<file path="src/rtl/adc_pkg.sv">
// Shared constants and FSM state encoding for the ADC decimating capture path.
package adc_pkg;

    localparam int ADC_DATA_W     = 12;
    localparam int ADC_DECIM_LOG2 = 2;

    typedef enum logic [1:0] {
        IDLE  = 2'd0,
        FLUSH = 2'd1,
        ACCUM = 2'd2
    } state_t;

endpackage

</file>
<file path="src/rtl/sync_fifo.sv">
// Registered-storage FIFO with extra-MSB pointers; dout shows the head entry combinationally.
// Push while full is accepted only when a pop completes in the same cycle.
module sync_fifo #(
    parameter int WIDTH = 13,
    parameter int DEPTH = 8
) (
    input  logic             i_clk,
    input  logic             i_rst,
    input  logic             i_push,
    input  logic [WIDTH-1:0] i_din,
    input  logic             i_pop,
    output logic             o_full,
    output logic             o_empty,
    output logic [WIDTH-1:0] o_dout
);

    localparam int AW = $clog2(DEPTH);

    logic [WIDTH-1:0] r_mem [DEPTH];
    logic [AW:0]      r_wr_ptr;
    logic [AW:0]      r_rd_ptr;
    logic             w_do_pop;
    logic             w_do_push;

    assign o_empty   = (r_wr_ptr == r_rd_ptr);
    assign o_full    = (r_wr_ptr[AW] != r_rd_ptr[AW]) && (r_wr_ptr[AW-1:0] == r_rd_ptr[AW-1:0]);
    assign w_do_pop  = i_pop & ~o_empty;
    assign w_do_push = i_push & (~o_full | w_do_pop);
    assign o_dout    = r_mem[r_rd_ptr[AW-1:0]];

    always_ff @(posedge i_clk or posedge i_rst) begin
        if (i_rst) begin
            r_wr_ptr <= '0;
            r_rd_ptr <= '0;
            for (int i = 0; i < DEPTH; i++) begin
                r_mem[i] <= '0;
            end
        end else begin
            if (w_do_push) begin
                r_mem[r_wr_ptr[AW-1:0]] <= i_din;
                r_wr_ptr                <= r_wr_ptr + 1'b1;
            end
            if (w_do_pop) begin
                r_rd_ptr <= r_rd_ptr + 1'b1;
            end
        end
    end

endmodule

</file>
<file path="src/rtl/adc_decim_capture.sv">
// Samples the AD9226 bus on each falling edge of the divided ADC clock, averages DECIM samples and
// queues the words; o_valid rises 1 cycle after the completing sample, words are dropped and counted when full.
module adc_decim_capture
    import adc_pkg::*;
#(
    parameter int DATA_W     = ADC_DATA_W,
    parameter int DECIM      = 1 << ADC_DECIM_LOG2,
    parameter int DROP_N     = 7,
    parameter int FIFO_DEPTH = 8
) (
    input  logic              sys_clk,
    input  logic              sys_rst,
    input  logic              i_enable,
    input  logic              i_adc_clk,
    input  logic [DATA_W-1:0] i_adc_data,
    input  logic              i_adc_otr,
    output logic [DATA_W-1:0] o_data,
    output logic              o_otr,
    output logic              o_valid,
    input  logic              i_ready,
    output logic [7:0]        o_ovf_cnt,
    output logic              o_busy
);

    localparam int LOG2  = $clog2(DECIM);
    localparam int ACC_W = DATA_W + LOG2;
    localparam logic [LOG2-1:0] GRP_LAST = LOG2'(DECIM - 1);

    logic              r_sync1;
    logic              r_sync2;
    logic              r_hist;
    logic [DATA_W-1:0] r_data;
    logic              r_otr;
    state_t            r_state;
    logic [7:0]        r_drop_cnt;
    logic [ACC_W-1:0]  r_acc;
    logic [LOG2-1:0]   r_grp_cnt;
    logic              r_otr_acc;
    logic [7:0]        r_ovf_cnt;

    logic              w_fall;
    logic [ACC_W-1:0]  w_sum;
    logic              w_push;
    logic [DATA_W:0]   w_push_dat;
    logic              w_pop;
    logic              w_full;
    logic              w_empty;
    logic [DATA_W:0]   w_dout;

    // The divided clock is treated as data; the bus is stable for many cycles around its falling edge.
    always_ff @(posedge sys_clk or posedge sys_rst) begin
        if (sys_rst) begin
            r_sync1 <= 1'b0;
            r_sync2 <= 1'b0;
            r_hist  <= 1'b0;
            r_data  <= '0;
            r_otr   <= 1'b0;
        end else begin
            r_sync1 <= i_adc_clk;
            r_sync2 <= r_sync1;
            r_hist  <= r_sync2;
            r_data  <= i_adc_data;
            r_otr   <= i_adc_otr;
        end
    end

    assign w_fall     = r_hist & ~r_sync2;
    assign w_sum      = r_acc + ACC_W'(r_data);
    assign w_push     = (r_state == ACCUM) & i_enable & w_fall & (r_grp_cnt == GRP_LAST);
    assign w_push_dat = {r_otr_acc | r_otr, w_sum[ACC_W-1:LOG2]};
    assign w_pop      = o_valid & i_ready;

    always_ff @(posedge sys_clk or posedge sys_rst) begin
        if (sys_rst) begin
            r_state    <= IDLE;
            r_drop_cnt <= '0;
            r_acc      <= '0;
            r_grp_cnt  <= '0;
            r_otr_acc  <= 1'b0;
        end else if (!i_enable) begin
            r_state   <= IDLE;
            r_acc     <= '0;
            r_grp_cnt <= '0;
            r_otr_acc <= 1'b0;
        end else begin
            case (r_state)
                IDLE: begin
                    r_drop_cnt <= 8'(DROP_N);
                    r_acc      <= '0;
                    r_grp_cnt  <= '0;
                    r_otr_acc  <= 1'b0;
                    r_state    <= (DROP_N == 0) ? ACCUM : FLUSH;
                end
                FLUSH: begin
                    if (w_fall) begin
                        r_drop_cnt <= r_drop_cnt - 1'b1;
                        if (r_drop_cnt <= 8'd1) begin
                            r_acc     <= '0;
                            r_grp_cnt <= '0;
                            r_otr_acc <= 1'b0;
                            r_state   <= ACCUM;
                        end
                    end
                end
                ACCUM: begin
                    if (w_fall) begin
                        if (r_grp_cnt == GRP_LAST) begin
                            r_acc     <= '0;
                            r_grp_cnt <= '0;
                            r_otr_acc <= 1'b0;
                        end else begin
                            r_acc     <= w_sum;
                            r_grp_cnt <= r_grp_cnt + 1'b1;
                            r_otr_acc <= r_otr_acc | r_otr;
                        end
                    end
                end
                default: r_state <= IDLE;
            endcase
        end
    end

    always_ff @(posedge sys_clk or posedge sys_rst) begin
        if (sys_rst) begin
            r_ovf_cnt <= '0;
        end else if (w_push && w_full && !w_pop && (r_ovf_cnt != 8'hFF)) begin
            r_ovf_cnt <= r_ovf_cnt + 8'd1;
        end
    end

    sync_fifo #(
        .WIDTH (DATA_W + 1),
        .DEPTH (FIFO_DEPTH)
    ) u_fifo (
        .i_clk   (sys_clk),
        .i_rst   (sys_rst),
        .i_push  (w_push),
        .i_din   (w_push_dat),
        .i_pop   (w_pop),
        .o_full  (w_full),
        .o_empty (w_empty),
        .o_dout  (w_dout)
    );

    assign o_valid   = ~w_empty;
    assign o_otr     = w_dout[DATA_W];
    assign o_data    = w_dout[DATA_W-1:0];
    assign o_ovf_cnt = r_ovf_cnt;
    assign o_busy    = (r_state != IDLE);

endmodule
</file>
<file path="config.mk">
export PLATFORM = sky130hd
export DESIGN_NAME = adc_decim_capture
export DESIGN_NICKNAME = d
export VERILOG_FILES = /design/src/rtl/adc_pkg.sv /design/src/rtl/sync_fifo.sv /design/src/rtl/adc_decim_capture.sv
export SDC_FILE = /design/constraint.sdc
export NUM_CORES = 1
export LEC_CHECK = 0
export ABC_AREA = 1
export CAP_MARGIN = 20
export CORE_UTILIZATION = 55
export DETAILED_ROUTE_END_ITERATION = 7
export PLACE_DENSITY = 0.76
export SYNTH_ARGS = -nofsm -noshare
export SYNTH_HDL_FRONTEND = slang
export SYNTH_SLANG_ARGS = --single-unit
</file>
<file path="constraint.sdc">
create_clock -name sys_clk -period 6.53 [get_ports sys_clk]
set_input_delay 0.653 -clock sys_clk [delete_from_list [all_inputs] [get_ports sys_clk]]
set_output_delay 0.653 -clock sys_clk [all_outputs]
set_load 0.01 [all_outputs]
</file>
# After elaboration in Yosys (flattened, before gate mapping)
# Cells that the tools add are included.
[totals]
regBits = 163
wordCells = 100
[op_classes]
n_addsub = 6
magnitude_cmp = 4
eq_ne = 13
mux = 30
bitwise_logic = 14
reduce_logical = 12
[op_table]
columns = ["op", "n"]
rows = [
  ["$bwmux 104", 1],
  ["$mux 14", 5],
  ["$pmux 14 s3", 1],
  ["$bmux 13 s3", 1],
  ["$demux 13 s3", 1],
  ["$mux 13", 3],
  ["$mux 2", 8],
  ["$pmux 8 s2", 1],
  ["$add 14x12->14", 1],
  ["$pmux 2 s3", 2],
  ["$ne 3x3->1 const B", 3],
  ["$add 4x1->4 const B", 2],
  ["$add 8x1->8 const B", 1],
  ["$ge 4x4->1 const B", 2],
  ["$le 8x1->1 const B", 1],
  ["$mux 8", 1],
  ["$ne 8x8->1 const B", 1],
  ["$not 3->4", 2],
  ["$sub 8x1->8 const B", 1],
  ["$and 1x1->1", 7],
  ["$reduce_and 3->1", 2],
  ["$logic_and 1x1->1", 5],
  ["$mux 1", 5],
  ["$eq 2x2->1 const B", 2],
  ["other kinds (15)", 20],
]

# Longest topological paths before layout
[depth]
ltp_word = 7
depth_mapped = 11
ltp_nobuf = 11

# Modules after synthesis
# From an unflattened synthesis, not the netlist that was laid out.
[unflattened]
cells_unflattened = 1100
area_unflattened_um2 = 8550.7
[modules_own_cells]
columns = ["mod", "n_inst", "cells_per_inst", "area_per_inst_um2", "seq_area_each_um2"]
rows = [
  ["sync_fifo", 1, 735, 5685.5, 2802.7],
  ["adc_decim_capture", 1, 365, 2865.2, 1276.2],
]

# Worst setup path after synthesis
# OpenSTA, ideal clock, no wires.
[synth_path]
kind = "reg2out"
start = "register u_fifo.r_rd_ptr[0]"
end = "output port o_data[0]"
arrival_time_ns = 1.360
t_required_ns = 5.877
setup_slack_ns = 4.517
stages_incl_launch_ff = 7
path_buffers = 2
path_cell_list = "dfrtp_1 clkbuf_1 clkbuf_1 nor2_1 nor2_1 o21ai_0 a31oi_1"
[synth_via]
elab_chain_len = 4
[synth_lines]
columns = ["element", "line", "source"]
rows = [
  ["start: declaration", "sync_fifo.sv:21", "logic [AW:0] r_rd_ptr;"],
  ["start signal: assignment", "sync_fifo.sv:44", "r_rd_ptr <= r_rd_ptr + 1'b1;"],
  ["$not 3->4 (not written as such)", "sync_fifo.sv:29", "assign o_dout = r_mem[r_rd_ptr[AW-1:0]];"],
  ["$bmux 13 s3", "sync_fifo.sv:29", ""],
  ["$mux 13 (not written as such) (2 in series)", "sync_fifo.sv:29", ""],
  ["end: declaration", "adc_decim_capture.sv:17", "output logic [DATA_W-1:0] o_data,"],
]
# No other way between the ends. The select of a mux whose other input is x is not followed.

# Final worst setup path
[layout_path]
start = "register u_fifo.r_rd_ptr[1]"
end = "output port o_data[7]"
# The elaborated chain is that of the path after synthesis.

==> run_results.csv <==
group,metric,value,unit
yosys,ys_warn_count,0,
clock_network,cts_buffer_depth,2,
worst_setup_path,arrival,3610,ps
route,drt_wl_total,18600,µm
route,dr.pass1.iters,6,
sta,slew_headroom,34.0,%
yosys,postSynth.asyncResetShare,100,%
cells_and_area,area_delta_synth_final,13.4,%
min_path,hold_path_end,"r_sync2$_DFF_PP0_",
place,gp_congestion,0.870,
yosys,syn_area,7940,µm²
power_and_ir_drop,max-vdd-ir-drop,0.193,mV
yosys,synth_top_area_share,51.4,%
run,drv_cap,0,
worst_setup_path,slowest_delay,990,ps
route,drt_iter0_drc,596,
worst_setup_path,critPathRequiredTime,5880,ps
status,status,"completed",
sta,rsz0062_at_grt,"false",
clock_network,htreeDepth,4,
place,dp_hpwl,11900,µm
floorplan,dieArea,14900,µm²
yosys,synth_edf_count,0,
floorplan,start_util,56.8,%
global_route,grt_max_degree,102,
worst_setup_path,critPathLaunchType,"flop",
route,vias,6659,
yosys,avgSynthCellArea,7.92,µm²
yosys,yosys.cell_types.count,29,
global_route,grt_pass1_vias,6376,
yosys,synth_nets,1040,
sta,fmax,0.234,GHz
clock_network,cts_buffers,17,
yosys,yosys-top-cells-area,"dfrtp_1 51%, nand2_1 16%, o21ai_0 8.7%",
clock_network,cts_tree,"done",
cells_and_area,drive_gt1_share,4.14,%
route,ant_nets,0,
clock_network,cts-root-buf,"clkbuf_16",
clock_network,insertion_delay,440,ps
clock_network,holdBufCountCts,0,
sta,timing.final.ws_setup,2260,ps
worst_setup_path,r2r-start,"u_fifo.r_rd_ptr[1]$_DFFE_PP0P_",
yosys,syn_inst,1003,
sta,tns,0,ps
global_route,antenna_found_initial,0,
yosys,synth_seq_cells,163,
worst_setup_path,critPathKind,"flop to output port",
route,vias_per_cell,5.46,
cells_and_area,fin_nets,1063,
worst_setup_path,critPathMaxFanout,30,
floorplan,ios,41,
worst_setup_path,cp_top_family,"buffers and inverters",
global_route,grtUsageTotal,27.2,%
worst_setup_path,r2r_setup_slack,2510,ps
sta,finalSetupViolations,0,
sta,skew,5.78,ps
clock_network,clk_transition_reported_paths,60,ps
floorplan,core-area,14000,µm²
sta,period_share,65.4,%
floorplan,die_h,122,µm
route,drc,0,
yosys,synth_most_common_cell,"nand2_1",
worst_setup_path,ff2ff_path_depth,9,
sta,hold_viol,0,
sta,worst_slew_pin_slew,991,ps
worst_setup_path,crit_top_cell,"nand2_1",
sta,report.final.slew_viol_count,0,
yosys,synth-seq-area-share,51.4,%
yosys,synth_commonest_cells,"340 x nand2_1, 163 x dfrtp_1, 138 x o21ai_0, 92 x nor2_1, 67 x inv_1",
yosys,synthFlopType,"dfrtp_1",
place,port_buffers,40,
worst_setup_path,critPathBufInv,2,
min_path,hp-start,"r_sync1$_DFF_PP0_",
floorplan,rows,43,
min_path,holdPathStages,0,
floorplan,chipWidth,122,µm
clock_network,postCtsSetupRepairBufs,0,
global_route,grt_overflow_total,0,
sta,period_minus_slack,4270,ps
worst_setup_path,r2r_end,"u_fifo.r_mem[11]$_DFFE_PP0P_",
power_and_ir_drop,p_leak,4.61,nW
min_path,hp-class,"flop to flop",
place,dp_slack,2690,ps
power_and_ir_drop,p_per_area,317,nW/µm²
clock_network,post_cts_resized,0,
global_route,grt_pass1_wl,31100,µm
worst_setup_path,slowest_stage,"dfrtp_1",
worst_setup_path,path_cells,"clkinv_1 -> o21ai_0 -> o22ai_1 -> nand2_1 -> nand2_1 -> clkdlybuf4s50_1",
clock_network,cts.sink_count,163,
cells_and_area,antenna_cells,0,
worst_setup_path,cp-end-kind,"output port",
yosys,synth_area_leader_cell,"dfrtp_1",
route,wire_per_inst,15.2,µm
-- worst register-to-register path, delay by kind of cell, from the launching register on --
| family | cells | cell delay (ps) |
|---|---|---|
| buffers and inverters | 2 | 1240 |
| flip-flops | 1 | 990 |
| AND/OR/NAND/NOR | 7 | 1660 |
-- per-stage QoR --
step                total power, mW  utilization [%]  std cells  instance area, µm²  hold slack, ps
finish                         2.85             64.4       1219                9010             352
CTS                            2.86             64.4       1219                9010             356
floorplan                      1.57                -       1003                7940             331
global route                   2.99             64.4       1219                9010             362
global placement               1.84             60.2       1187                8420             332
detailed placement             1.85             60.2       1187                8420             342
-- layer usage --
metal,routed length (µm),track usage [%]
met5,0,0
met4,378,11.4
met3,947,4.31
met2,8580,42.3
met1,8670,38.1
-- placed cells by master (no fill, tap or decap), types with 7 or more instances in the layout --
cell type | netlist | final
o21ai_0 | 138 | 138
inv_1 | 67 | 66
nor2_1 | 92 | 92
clkdlybuf4s50_1 | 0 | 40
xnor2_1 | 8 | 8
inv_6 | 0 | 7
dfrtp_1 | 163 | 163
clkbuf_16 | 0 | 17
xor2_1 | 13 | 13
nand4_1 | 12 | 12
ha_1 | 18 | 18
nand2_1 | 340 | 340
nand3_1 | 58 | 58
a21oi_1 | 12 | 12
o22ai_1 | 22 | 22
-- how the worst max path moves through the flow --
stage / start / depth (start not counted) / to
floorplan: sys_rst / 1 / o_ovf_cnt[0]$_DFFE_PP0P_
global placement: u_fifo.r_rd_ptr[1]$_DFFE_PP0P_ / 9 / u_fifo.r_mem[11]$_DFFE_PP0P_
detailed placement: u_fifo.r_rd_ptr[1]$_DFFE_PP0P_ / 9 / u_fifo.r_mem[11]$_DFFE_PP0P_
CTS: u_fifo.r_rd_ptr[1]$_DFFE_PP0P_ / 6 / o_data[7]
global route: u_fifo.r_rd_ptr[1]$_DFFE_PP0P_ / 6 / o_valid
finish: u_fifo.r_rd_ptr[1]$_DFFE_PP0P_ / 6 / o_data[7]
-- cell families after synthesis --
logic type	Yosys count	synth area share (%)
DFF	163	51.4
xor gates and xnor gates	21	2.32
adders and majority gates	19	3.09
and+or+nand+nor	513	26.0
buffers and inverters	109	5.48
AOI/OAI and AO/OA	178	11.7
-- area by class of cell --
class	count	area [µm²]
repair buffers	42	415
well taps	180	225
fillers	1195	4980
clock buffers	19	443
clock inverters	13	148
inverters	71	272
multi-input cells	731	3430
flip-flops and latches	163	4080
-- report_power, final --
group	switching [mW]	total, mW	internal [mW]	leakage (nW)
Sequential	0.0548	1.08	1.03	2.18
Combinational	0.457	0.760	0.303	2.14
Clock	0.430	1.01	0.580	0.290
Total	0.942	2.85	1.91	4.61
-- registers in the layout, summed over array words and instances (netlist names), 2 cells and up --
signal / flops
u_fifo.r_rd_ptr: 4
r_state: 2
u_fifo.r_mem: 104
o_ovf_cnt: 8
r_drop_cnt: 8
u_fifo.r_wr_ptr: 4
r_acc: 14
r_grp_cnt: 2
r_data: 12
(Power assumes the default switching activity.)
